**src/rtl/fpu_pkg.sv**
```systemverilog
// Shared types and constants for the binary32 adder stages.
package fpu_pkg;

  typedef enum logic [2:0] {
    RNE = 3'd0,
    RTZ = 3'd1,
    RDN = 3'd2,
    RUP = 3'd3,
    RMM = 3'd4
  } frm_t;

  typedef struct packed {
    logic nv;
    logic dz;
    logic of;
    logic uf;
    logic nx;
  } fflags_t;

  typedef enum logic [1:0] {
    ST_IDLE  = 2'd0,
    ST_ALIGN = 2'd1,
    ST_ROUND = 2'd2,
    ST_DONE  = 2'd3
  } norm_state_t;

  // Exponent arithmetic is carried in 10 bits so overflow past 255 is visible.
  localparam logic [9:0]  EXP_MAX    = 10'd255;
  localparam logic [7:0]  BIAS       = 8'd127;
  localparam logic [31:0] MAX_FINITE = 32'h7F7F_FFFF;

endpackage

```
**src/rtl/fpu_add_norm_round_if.sv**
```systemverilog
// Handshake and data bundle between the add stage, this normalizer and writeback.
interface fpu_add_norm_round_if;
  logic        in_valid;
  logic        in_ready;
  logic        sign_in;
  logic [25:0] sum_in;
  logic        carry_in;
  logic [7:0]  exp_in;
  logic [2:0]  frm_in;
  logic        out_valid;
  logic        out_ready;
  logic [31:0] result;
  logic [4:0]  fflags;

  modport master (
    output in_valid, sign_in, sum_in, carry_in, exp_in, frm_in, out_ready,
    input  in_ready, out_valid, result, fflags
  );

  modport slave (
    input  in_valid, sign_in, sum_in, carry_in, exp_in, frm_in, out_ready,
    output in_ready, out_valid, result, fflags
  );
endinterface

```
**src/rtl/fpu_rounder.sv**
```systemverilog
// Round-up decision for RISC-V rounding modes; reserved encodings behave as RNE.
module fpu_rounder
  import fpu_pkg::*;
(
  input  logic       sign,
  input  logic [2:0] frm,
  input  logic       lsb,
  input  logic       g,
  input  logic       s,
  output logic       round_up,
  output logic       nx
);

  always_comb begin
    nx = g | s;
    case (frm)
      RTZ:     round_up = 1'b0;
      RDN:     round_up = sign & (g | s);
      RUP:     round_up = ~sign & (g | s);
      RMM:     round_up = g;
      default: round_up = g & (s | lsb);
    endcase
  end

endmodule

```
**src/rtl/fpu_add_norm_round.sv**
```systemverilog
// Normalize (one bit per cycle), round and pack the binary32 adder result.
// Define FPU_SUBNORMAL_EN to produce subnormal results instead of flushing them.
module fpu_add_norm_round
  import fpu_pkg::*;
(
  input  logic CLK,
  input  logic nRST,
  fpu_add_norm_round_if.slave bus
);

  localparam logic [1:0] S_IDLE  = ST_IDLE;
  localparam logic [1:0] S_ALIGN = ST_ALIGN;
  localparam logic [1:0] S_ROUND = ST_ROUND;
  localparam logic [1:0] S_DONE  = ST_DONE;

  logic [1:0]  state_reg;
  logic [26:0] m_reg;
  logic [9:0]  e_reg;
  logic        sign_reg;
  logic [2:0]  frm_reg;
  logic [31:0] result_reg;
  fflags_t     fflags_reg;

  logic        round_up;
  logic        round_nx;
  logic [24:0] sig_sum;
  logic [23:0] sig_rnd;
  logic [9:0]  e_rnd;
  logic        ovf_inf;
  logic [31:0] result_next;
  fflags_t     fflags_next;

  fpu_rounder u_rounder (
    .sign     (sign_reg),
    .frm      (frm_reg),
    .lsb      (m_reg[2]),
    .g        (m_reg[1]),
    .s        (m_reg[0]),
    .round_up (round_up),
    .nx       (round_nx)
  );

  // A carry out of the 24-bit significand renormalizes to 1.0 with e+1.
  always_comb begin
    sig_sum = {1'b0, m_reg[25:2]} + {24'd0, round_up};
    if (sig_sum[24]) begin
      sig_rnd = 24'h80_0000;
      e_rnd   = e_reg + 10'd1;
    end else begin
      sig_rnd = sig_sum[23:0];
      e_rnd   = e_reg;
    end
  end

  always_comb begin
    case (frm_reg)
      RTZ:     ovf_inf = 1'b0;
      RDN:     ovf_inf = sign_reg;
      RUP:     ovf_inf = ~sign_reg;
      default: ovf_inf = 1'b1;
    endcase
  end

  always_comb begin
    result_next = '0;
    fflags_next = '0;
    if (m_reg == '0) begin
      result_next = {(frm_reg == RDN), 31'd0};
`ifndef FPU_SUBNORMAL_EN
    end else if (!m_reg[25]) begin
      result_next    = {sign_reg, 31'd0};
      fflags_next.uf = 1'b1;
      fflags_next.nx = 1'b1;
`endif
    end else if (e_rnd >= EXP_MAX) begin
      result_next    = ovf_inf ? {sign_reg, 8'hFF, 23'd0} : {sign_reg, MAX_FINITE[30:0]};
      fflags_next.of = 1'b1;
      fflags_next.nx = 1'b1;
    end else begin
      // Tininess is judged after rounding: a subnormal that rounds up to
      // the smallest normal gets exponent field 1.
      result_next    = {sign_reg, (sig_rnd[23] ? e_rnd[7:0] : 8'd0), sig_rnd[22:0]};
      fflags_next.uf = ~sig_rnd[23] & round_nx;
      fflags_next.nx = round_nx;
    end
  end

  always_ff @(posedge CLK) begin
    if (!nRST) begin
      state_reg  <= S_IDLE;
      m_reg      <= '0;
      e_reg      <= '0;
      sign_reg   <= 1'b0;
      frm_reg    <= '0;
      result_reg <= '0;
      fflags_reg <= '0;
    end else begin
      case (state_reg)
        S_IDLE: begin
          if (bus.in_valid) begin
            state_reg <= S_ALIGN;
            sign_reg  <= bus.sign_in;
            frm_reg   <= bus.frm_in;
            e_reg     <= (bus.exp_in == 8'd0) ? 10'd1 : {2'b00, bus.exp_in};
`ifdef FPU_SUBNORMAL_EN
            m_reg     <= {bus.carry_in, bus.sum_in};
`else
            m_reg     <= (bus.exp_in == 8'd0) ? 27'd0 : {bus.carry_in, bus.sum_in};
`endif
          end
        end
        S_ALIGN: begin
          if (m_reg == '0) begin
            state_reg <= S_ROUND;
          end else if (m_reg[26]) begin
            // Right shift keeps the dropped bit in the sticky position.
            m_reg     <= {1'b0, m_reg[26:2], m_reg[1] | m_reg[0]};
            e_reg     <= e_reg + 10'd1;
            state_reg <= S_ROUND;
          end else if (m_reg[25] || e_reg == 10'd1) begin
            state_reg <= S_ROUND;
          end else begin
            m_reg <= {m_reg[25:0], 1'b0};
            e_reg <= e_reg - 10'd1;
          end
        end
        S_ROUND: begin
          result_reg <= result_next;
          fflags_reg <= fflags_next;
          state_reg  <= S_DONE;
        end
        default: begin
          if (bus.out_ready) begin
            state_reg <= S_IDLE;
          end
        end
      endcase
    end
  end

  assign bus.in_ready  = (state_reg == S_IDLE);
  assign bus.out_valid = (state_reg == S_DONE);
  assign bus.result    = result_reg;
  assign bus.fflags    = fflags_reg;

endmodule
```
**src/flat_wrapper.sv**
```systemverilog
// flat-port wrapper written by rule: the top's interface ports become plain ports
module fpu_add_norm_round_flat import fpu_pkg::*;
  (CLK, nRST, bus_in_valid, bus_sign_in, bus_sum_in, bus_carry_in, bus_exp_in, bus_frm_in, bus_out_ready, bus_in_ready, bus_out_valid, bus_result, bus_fflags);
  fpu_add_norm_round_if bus_i ();
  input  logic CLK;
  input  logic nRST;
  input wire logic [$bits(bus_i.in_valid)-1:0] bus_in_valid;
  input wire logic [$bits(bus_i.sign_in)-1:0] bus_sign_in;
  input wire logic [$bits(bus_i.sum_in)-1:0] bus_sum_in;
  input wire logic [$bits(bus_i.carry_in)-1:0] bus_carry_in;
  input wire logic [$bits(bus_i.exp_in)-1:0] bus_exp_in;
  input wire logic [$bits(bus_i.frm_in)-1:0] bus_frm_in;
  input wire logic [$bits(bus_i.out_ready)-1:0] bus_out_ready;
  output wire logic [$bits(bus_i.in_ready)-1:0] bus_in_ready;
  output wire logic [$bits(bus_i.out_valid)-1:0] bus_out_valid;
  output wire logic [$bits(bus_i.result)-1:0] bus_result;
  output wire logic [$bits(bus_i.fflags)-1:0] bus_fflags;
  assign bus_i.in_valid = bus_in_valid;
  assign bus_i.sign_in = bus_sign_in;
  assign bus_i.sum_in = bus_sum_in;
  assign bus_i.carry_in = bus_carry_in;
  assign bus_i.exp_in = bus_exp_in;
  assign bus_i.frm_in = bus_frm_in;
  assign bus_i.out_ready = bus_out_ready;
  assign bus_in_ready = bus_i.in_ready;
  assign bus_out_valid = bus_i.out_valid;
  assign bus_result = bus_i.result;
  assign bus_fflags = bus_i.fflags;
  fpu_add_norm_round u_core (.CLK(CLK), .nRST(nRST), .bus(bus_i));
endmodule
```
**config.mk**
```make
export PLATFORM = sky130hd
export DESIGN_NAME = fpu_add_norm_round_flat
export DESIGN_NICKNAME = d
export VERILOG_FILES = /design/src/rtl/fpu_pkg.sv /design/src/rtl/fpu_add_norm_round_if.sv /design/src/rtl/fpu_rounder.sv /design/src/rtl/fpu_add_norm_round.sv /design/src/flat_wrapper.sv
export SDC_FILE = /design/constraint.sdc
export NUM_CORES = 1
export LEC_CHECK = 0
export BUFFER_PORTS_ARGS = -buffer_cell sky130_fd_sc_hd__clkbuf_2
export CORE_MARGIN = 5
export CORE_UTILIZATION = 50
export DETAILED_ROUTE_END_ITERATION = 6
export PLACE_DENSITY = 0.68
export RECOVER_POWER = 100
export REMOVE_ABC_BUFFERS = 1
export SLEW_MARGIN = 20
export SYNTH_ARGS = -nofsm -noshare
export SYNTH_HDL_FRONTEND = slang
export SYNTH_SLANG_ARGS = --single-unit
```
**constraint.sdc**
```tcl
create_clock -name CLK -period 5.15 [get_ports CLK]
set_input_delay 0 -clock CLK [delete_from_list [all_inputs] [get_ports CLK]]
set_output_delay 0 -clock CLK [all_outputs]
set_load 0.01 [all_outputs]
```
Word-level counts from Yosys, hierarchy flattened
Index checks and enable logic that the tools add are counted.
- input bits: 43
- word-level logic and storage cells: 77
- output and inout bits: 39
- flip-flop bits (word level): 78
- add/subtract/negate cells: 3
- bitwise operators: 8
- equality and inequality tests: 12
- reductions and logical operators: 10
- multiplexer cells: 33
- order comparisons: 1
- operators by type and width (cell ; count):
    $mux 27 ; 5
    $mux 31 ; 2
    $pmux 27 s2 ; 1
    $mux 10 ; 5
    $mux 24 ; 2
    $mux 32 ; 1
    $logic_not 27->1 ; 1
    $add 24x1->25 ; 1
    $pmux 10 s2 ; 1
    $mux 8 ; 2
    $mux 2 ; 6
    $add 10x1->10 const B ; 1
    $eq 10x1->1 const B ; 1
    $ge 10x8->1 const B ; 1
    $sub 10x1->10 const B ; 1
    $logic_not 8->1 ; 1
    $eq 3x2->1 const B ; 2
    $pmux 2 s3 ; 1
    $reduce_and 3->1 ; 2
    $and 1x1->1 ; 4
    $eq 2x2->1 const B ; 2
    $mux 1 ; 4
    $ne 2x2->1 const B ; 2
    $ne 4x1->1 const B ; 1
    15 further kinds ; 17

Logic depth before layout (Yosys ltp)
- depth in word-level cells: 10
- depth in mapped cells: 15
- mapped depth without buffers: 12

Cells and area by module
A second synthesis with hierarchy kept.
- cells, all modules: 594
- area total of the unflattened synthesis: 4773.3 um^2
- by module, submodules not included (module ; times used ; sequential area each (um^2) ; area an instance (um^2) ; cells an instance):
    fpu_add_norm_round ; 1 ; 1561.5 ; 4724.5 ; 587
    fpu_rounder ; 1 ; 0.0 ; 48.8 ; 7

Worst setup path after synthesis
OpenSTA, ideal clock, no wires.
- kind: reg-to-reg
- from: register u_core.m_reg[1]
- to: register u_core.fflags_reg (netlist bit u_core.bus.fflags[1])
- path buffers: 2
- cell stages (with the launch flop): 15
- clock period less this slack: 3.005 ns
- arrival time: 2.935 ns
- slack: 2.145 ns
- data required time: 5.080 ns
- setup time: 0.070 ns
- path through: dfxtp_1 > clkbuf_1 > o21ai_0 > a21oi_1 > a21oi_1 > nor2_1 > ha_1 > ha_1 > nand3_4 > or4_4 > buf_6 > o21ai_4 > a21oi_2 > or4_1 > a21oi_1
- word-level cells in the longest chain between the ends: 10
- elaborated cells on any way between the ends: 15
- classes of those cells: 1 x add/sub; 1 x order compare; 6 x mux; 6 x bitwise; 1 x reduce/logical
- RTL lines (what ; line ; text):
    start: declaration ; fpu_add_norm_round.sv:17 ; logic [26:0] m_reg;
    start signal: assignment ; fpu_add_norm_round.sv:108 ; m_reg <= (bus.exp_in == 8'd0) ? 27'd0 : {bus.carry_in, bus.sum_in};
    start signal: assignment ; fpu_add_norm_round.sv:117 ; m_reg <= {1'b0, m_reg[26:2], m_reg[1] | m_reg[0]};
    start signal: assignment ; fpu_add_norm_round.sv:123 ; m_reg <= {m_reg[25:0], 1'b0};
    parallel branches: the longest is 9 deep, another holds $add 24x1->25 ; - ;
    $mux 3 * ; fpu_add_norm_round.sv:67 ; if (m_reg == '0) begin
    end signal: assignment ; fpu_add_norm_round.sv:129 ; fflags_reg <= fflags_next;
    end: declaration ; fpu_add_norm_round.sv:22 ; fflags_t fflags_reg;
Mark *: on every way between the ends.
A chain may end at the register's enable or synchronous reset.

Final worst setup path
- from: register u_core.m_reg[1]
- to: register u_core.fflags_reg (netlist bit u_core.bus.fflags[0])
- word-level cells in the longest chain between the ends: 9
- elaborated cells on any way between the ends: 12
- classes of those cells: 1 x add/sub; 1 x order compare; 5 x mux; 4 x bitwise; 1 x reduce/logical
- RTL lines (what ; line ; text):
    $or 1x1->1 ; fpu_rounder.sv:15, fpu_rounder.sv:18, fpu_rounder.sv:19 ;
    $and 1x1->1 (on tied branches) ; fpu_rounder.sv:19, fpu_rounder.sv:18 ;
    $pmux 1 s4 ; fpu_rounder.sv:16 ; case (frm)
    $add 24x1->25 ; fpu_add_norm_round.sv:45 ; sig_sum = {1'b0, m_reg[25:2]} + {24'd0, round_up};
    $mux 10 ; fpu_add_norm_round.sv:46 ; if (sig_sum[24]) begin
    $ge 10x8->1 ; fpu_add_norm_round.sv:75 ; end else if (e_rnd >= EXP_MAX) begin
    $mux 1 ; fpu_add_norm_round.sv:75 ;
    $mux 2 ; fpu_add_norm_round.sv:70 ; end else if (!m_reg[25]) begin
    $mux 3 * ; fpu_add_norm_round.sv:67 ;
Mark *: on every way between the ends. The rest lies on a longest branch, timed or not.

==> results.json <==
{
  "worst-path-buf-inv": 1,
  "cts.htree.levels": 3,
  "grt-ovfl-total": 0,
  "synthFlopType": "dfxtp_1",
  "period_needed_ps": 4024,
  "drt-met1-wl_um": 6412,
  "worstHoldStart": "bus_sum_in[17]",
  "first_pass_iters": 7,
  "worst_ep_required_time_ps": 5410,
  "largest_reg_flops": 32,
  "outcome": "complete, but fails checks",
  "grt_pass1_vias": 4384,
  "detail_route.wl_per_cell_um": 16.86,
  "route.met2.wl_um": 5923,
  "grt_usage_pct": 23.04,
  "finalSetupTns_ps": 0,
  "grt_pass1_wl_um": 22040,
  "antenna_found_initial": 0,
  "fmax_ghz": 0.2485,
  "finalPower_mw": 2.874,
  "setup_viol_count_final": 0,
  "drt-initial-drc-count": 359,
  "ios": 82,
  "synth_edf_count": 0,
  "dr_wl_met3_um": 780,
  "timing.final.max_slew_violations": 0,
  "clk_latency_ps": 350,
  "fp-row-count": 35,
  "die_h_um": 108.1,
  "yosysUniqueCellTypes": 64,
  "max_slew_margin_pct": 16.17,
  "vias": 4714,
  "crit_type": "flop to flop",
  "crit_fanout": 26,
  "hold_violations": 0,
  "fin_worst_skew_ps": 14.61,
  "yosysWarnings": 0,
  "cp-end-kind": "flop",
  "critPathLaunchType": "flop",
  "final_cell_mix": "dfxtp_1, nand2_1, nor2_1",
  "tightest_slew_ps": 1258,
  "yosys_register_bits": 78,
  "stdcell_count": 786,
  "nets": 704,
  "start_util_pct": 51.62,
  "design.core.area_sq_um": 9328,
  "dp_cells": 756,
  "cp_slowest_stage_delay_ps": 780,
  "post_drt_via_cell_ratio": 5.997,
  "irDropWorstVdd_uv": 375.1,
  "antenna_cells": 0,
  "min_path_type": "input port to flop",
  "ant_nets": 0,
  "layout-drive-gt1-share_pct": 12.79,
  "synth-async-reset-ratio_pct": 0,
  "clockBufferDepth": 2,
  "crit_family": "compound AO/OA/AOI/OAI gates",
  "worstSetupStartpoint": "u_core.m_reg[1]",
  "hpwlAfterDp_um": 9520,
  "crit_chain": "o21ai_0, a21oi_1, a21oi_1, nor2_1, ha_1, ha_1, nand3_1, nor4_4, clkbuf_1, nand3_1, a21oi_2, nor3_1, o31ai_1",
  "fin_util_pct": 58.06,
  "drv_cap": 0,
  "wirelength_um": 13250,
  "powerDensity_nw_per_um2": 530.7,
  "gp_congestion": 0.8869,
  "post_synth_inst_count": 608,
  "ys_seq_area_share_pct": 32.43,
  "clkSinkCount": 78,
  "area_growth_pct": 12.47,
  "violations": "design-rule violations",
  "path_clk_slew_ps": 90,
  "slowest_stage": "a21oi_2",
  "whs_ps": 39.71,
  "rsz0062_at_grt": "no",
  "post_cts_buffers": 0,
  "syn_avg_cell_area_sq_um": 7.919,
  "numCtsBuffers": 9,
  "die_x_um": 108.1,
  "grt_max_degree": 50,
  "drc": 1,
  "ctsHoldBuffers": 14,
  "critPathArrivalTime_ps": 4280,
  "layout_commonest_cell": "dfxtp_1",
  "timing.rr.start": "u_core.m_reg[1]",
  "cts_resized": 0,
  "die_area_sq_um": 11690,
  "clockRootBuffer": "clkbuf_8",
  "leakagePower_nw": 1.960,
  "syn_area_sq_um": 4815,
  "top_layer_used": "met4",
  "tritoncts": "yes",
  "port_buffers": 79,
  "fin_crit_sh_pct": 78.15
}
[worst register-to-register path, delay by kind of cell (launching register included)]
| kind | cells | cell delay, ps |
|---|---|---|
| AOI/OAI and AO/OA | 5 | 1400 |
| and+or+nand+nor | 5 | 1280 |
| DFF | 1 | 500 |
| adders and majority gates | 2 | 400 |
| buffers and inverters | 1 | 350 |
[cell usage after synthesis, drive strengths merged, types with 3 or more instances]
library cell	number	area (sq um)
a211o	4	35.03
a211oi	40	300.3
a21o	3	22.52
a21oi	28	151.4
a222oi	24	240.2
a31o	4	35.03
a31oi	3	18.77
and3	4	25.02
buf	28	150.1
clkbuf	38	142.6
dfxtp	78	1562
ha	9	112.6
inv	22	82.58
mux2i	6	60.06
nand2	61	229.0
nand3	23	140.1
nand4	8	68.82
nor2	54	205.2
nor2b	4	25.02
nor3	26	135.1
nor3b	3	22.52
nor4	14	117.6
o211ai	4	35.03
o21a	7	52.55
o21ai	36	191.4
o221ai	6	52.55
o22ai	10	62.56
or4	5	45.04
xnor2	18	157.7
xor2	12	105.1
[power breakdown]
group | switching (mW) | total [mW] | internal [mW]
registers | 0.310 | 1.06 | 0.748
clock network | 0.230 | 0.502 | 0.272
logic | 0.783 | 1.31 | 0.529
[cell type report]
| cell class | instances | area, sq um |
|---|---|---|
| fillers | 897 | 3913 |
| multi-input cells | 443 | 2875 |
| flip-flops and latches | 78 | 1562 |
| repair buffers | 98 | 520.5 |
| well taps | 129 | 161.4 |
| clock buffers | 10 | 127.6 |
| clock inverters | 6 | 86.33 |
| inverters | 22 | 82.58 |
[metrics by stage]
step / worst slack, ps / cell area (sq um)
after floorplan: 1499 / 4526
after global placement: 1580 / 5137
after detailed placement: 1403 / 5137
after CTS: 1404 / 5492
after global routing: 695.8 / 5415
final: 1126 / 5415
[path summary, 6_finish.rpt]
kind | slack, ps | depth (start not counted) | to
worst min register to register | 450 | 2 | u_core.bus.result[20]
worst max register to register | 1130 | 13 | u_core.bus.fflags[0]
worst max-delay path | 1130 | 13 | u_core.bus.fflags[0]
worst min-delay path | 40 | 3 | u_core.m_reg[17]
[layer usage]
| layer | vias to the layer above | global-route usage [%] |
|---|---|---|
| met4 | 0 | 6.041 |
| li1 | 2331 | - |
| met2 | 141 | 35.08 |
| met1 | 2227 | 33.55 |
| met5 | - | 0 |
| met3 | 15 | 4.119 |
[logic make-up (layout without fill, tap and decap cells)]
group                      after synthesis  in the layout  synth area share, %
and+or+nand+nor                        212            212                22.61
other                                    1              2              0.07789
DFF                                     78             78                32.43
muxes                                    8              8                1.715
xor gates and xnor gates                30             30                5.457
adders and majority gates                9              9                2.339
buffers and inverters                   88            136                7.796
AOI/OAI and AO/OA                      182            182                27.57
Note: power is estimated with default switching activity, not from simulation.
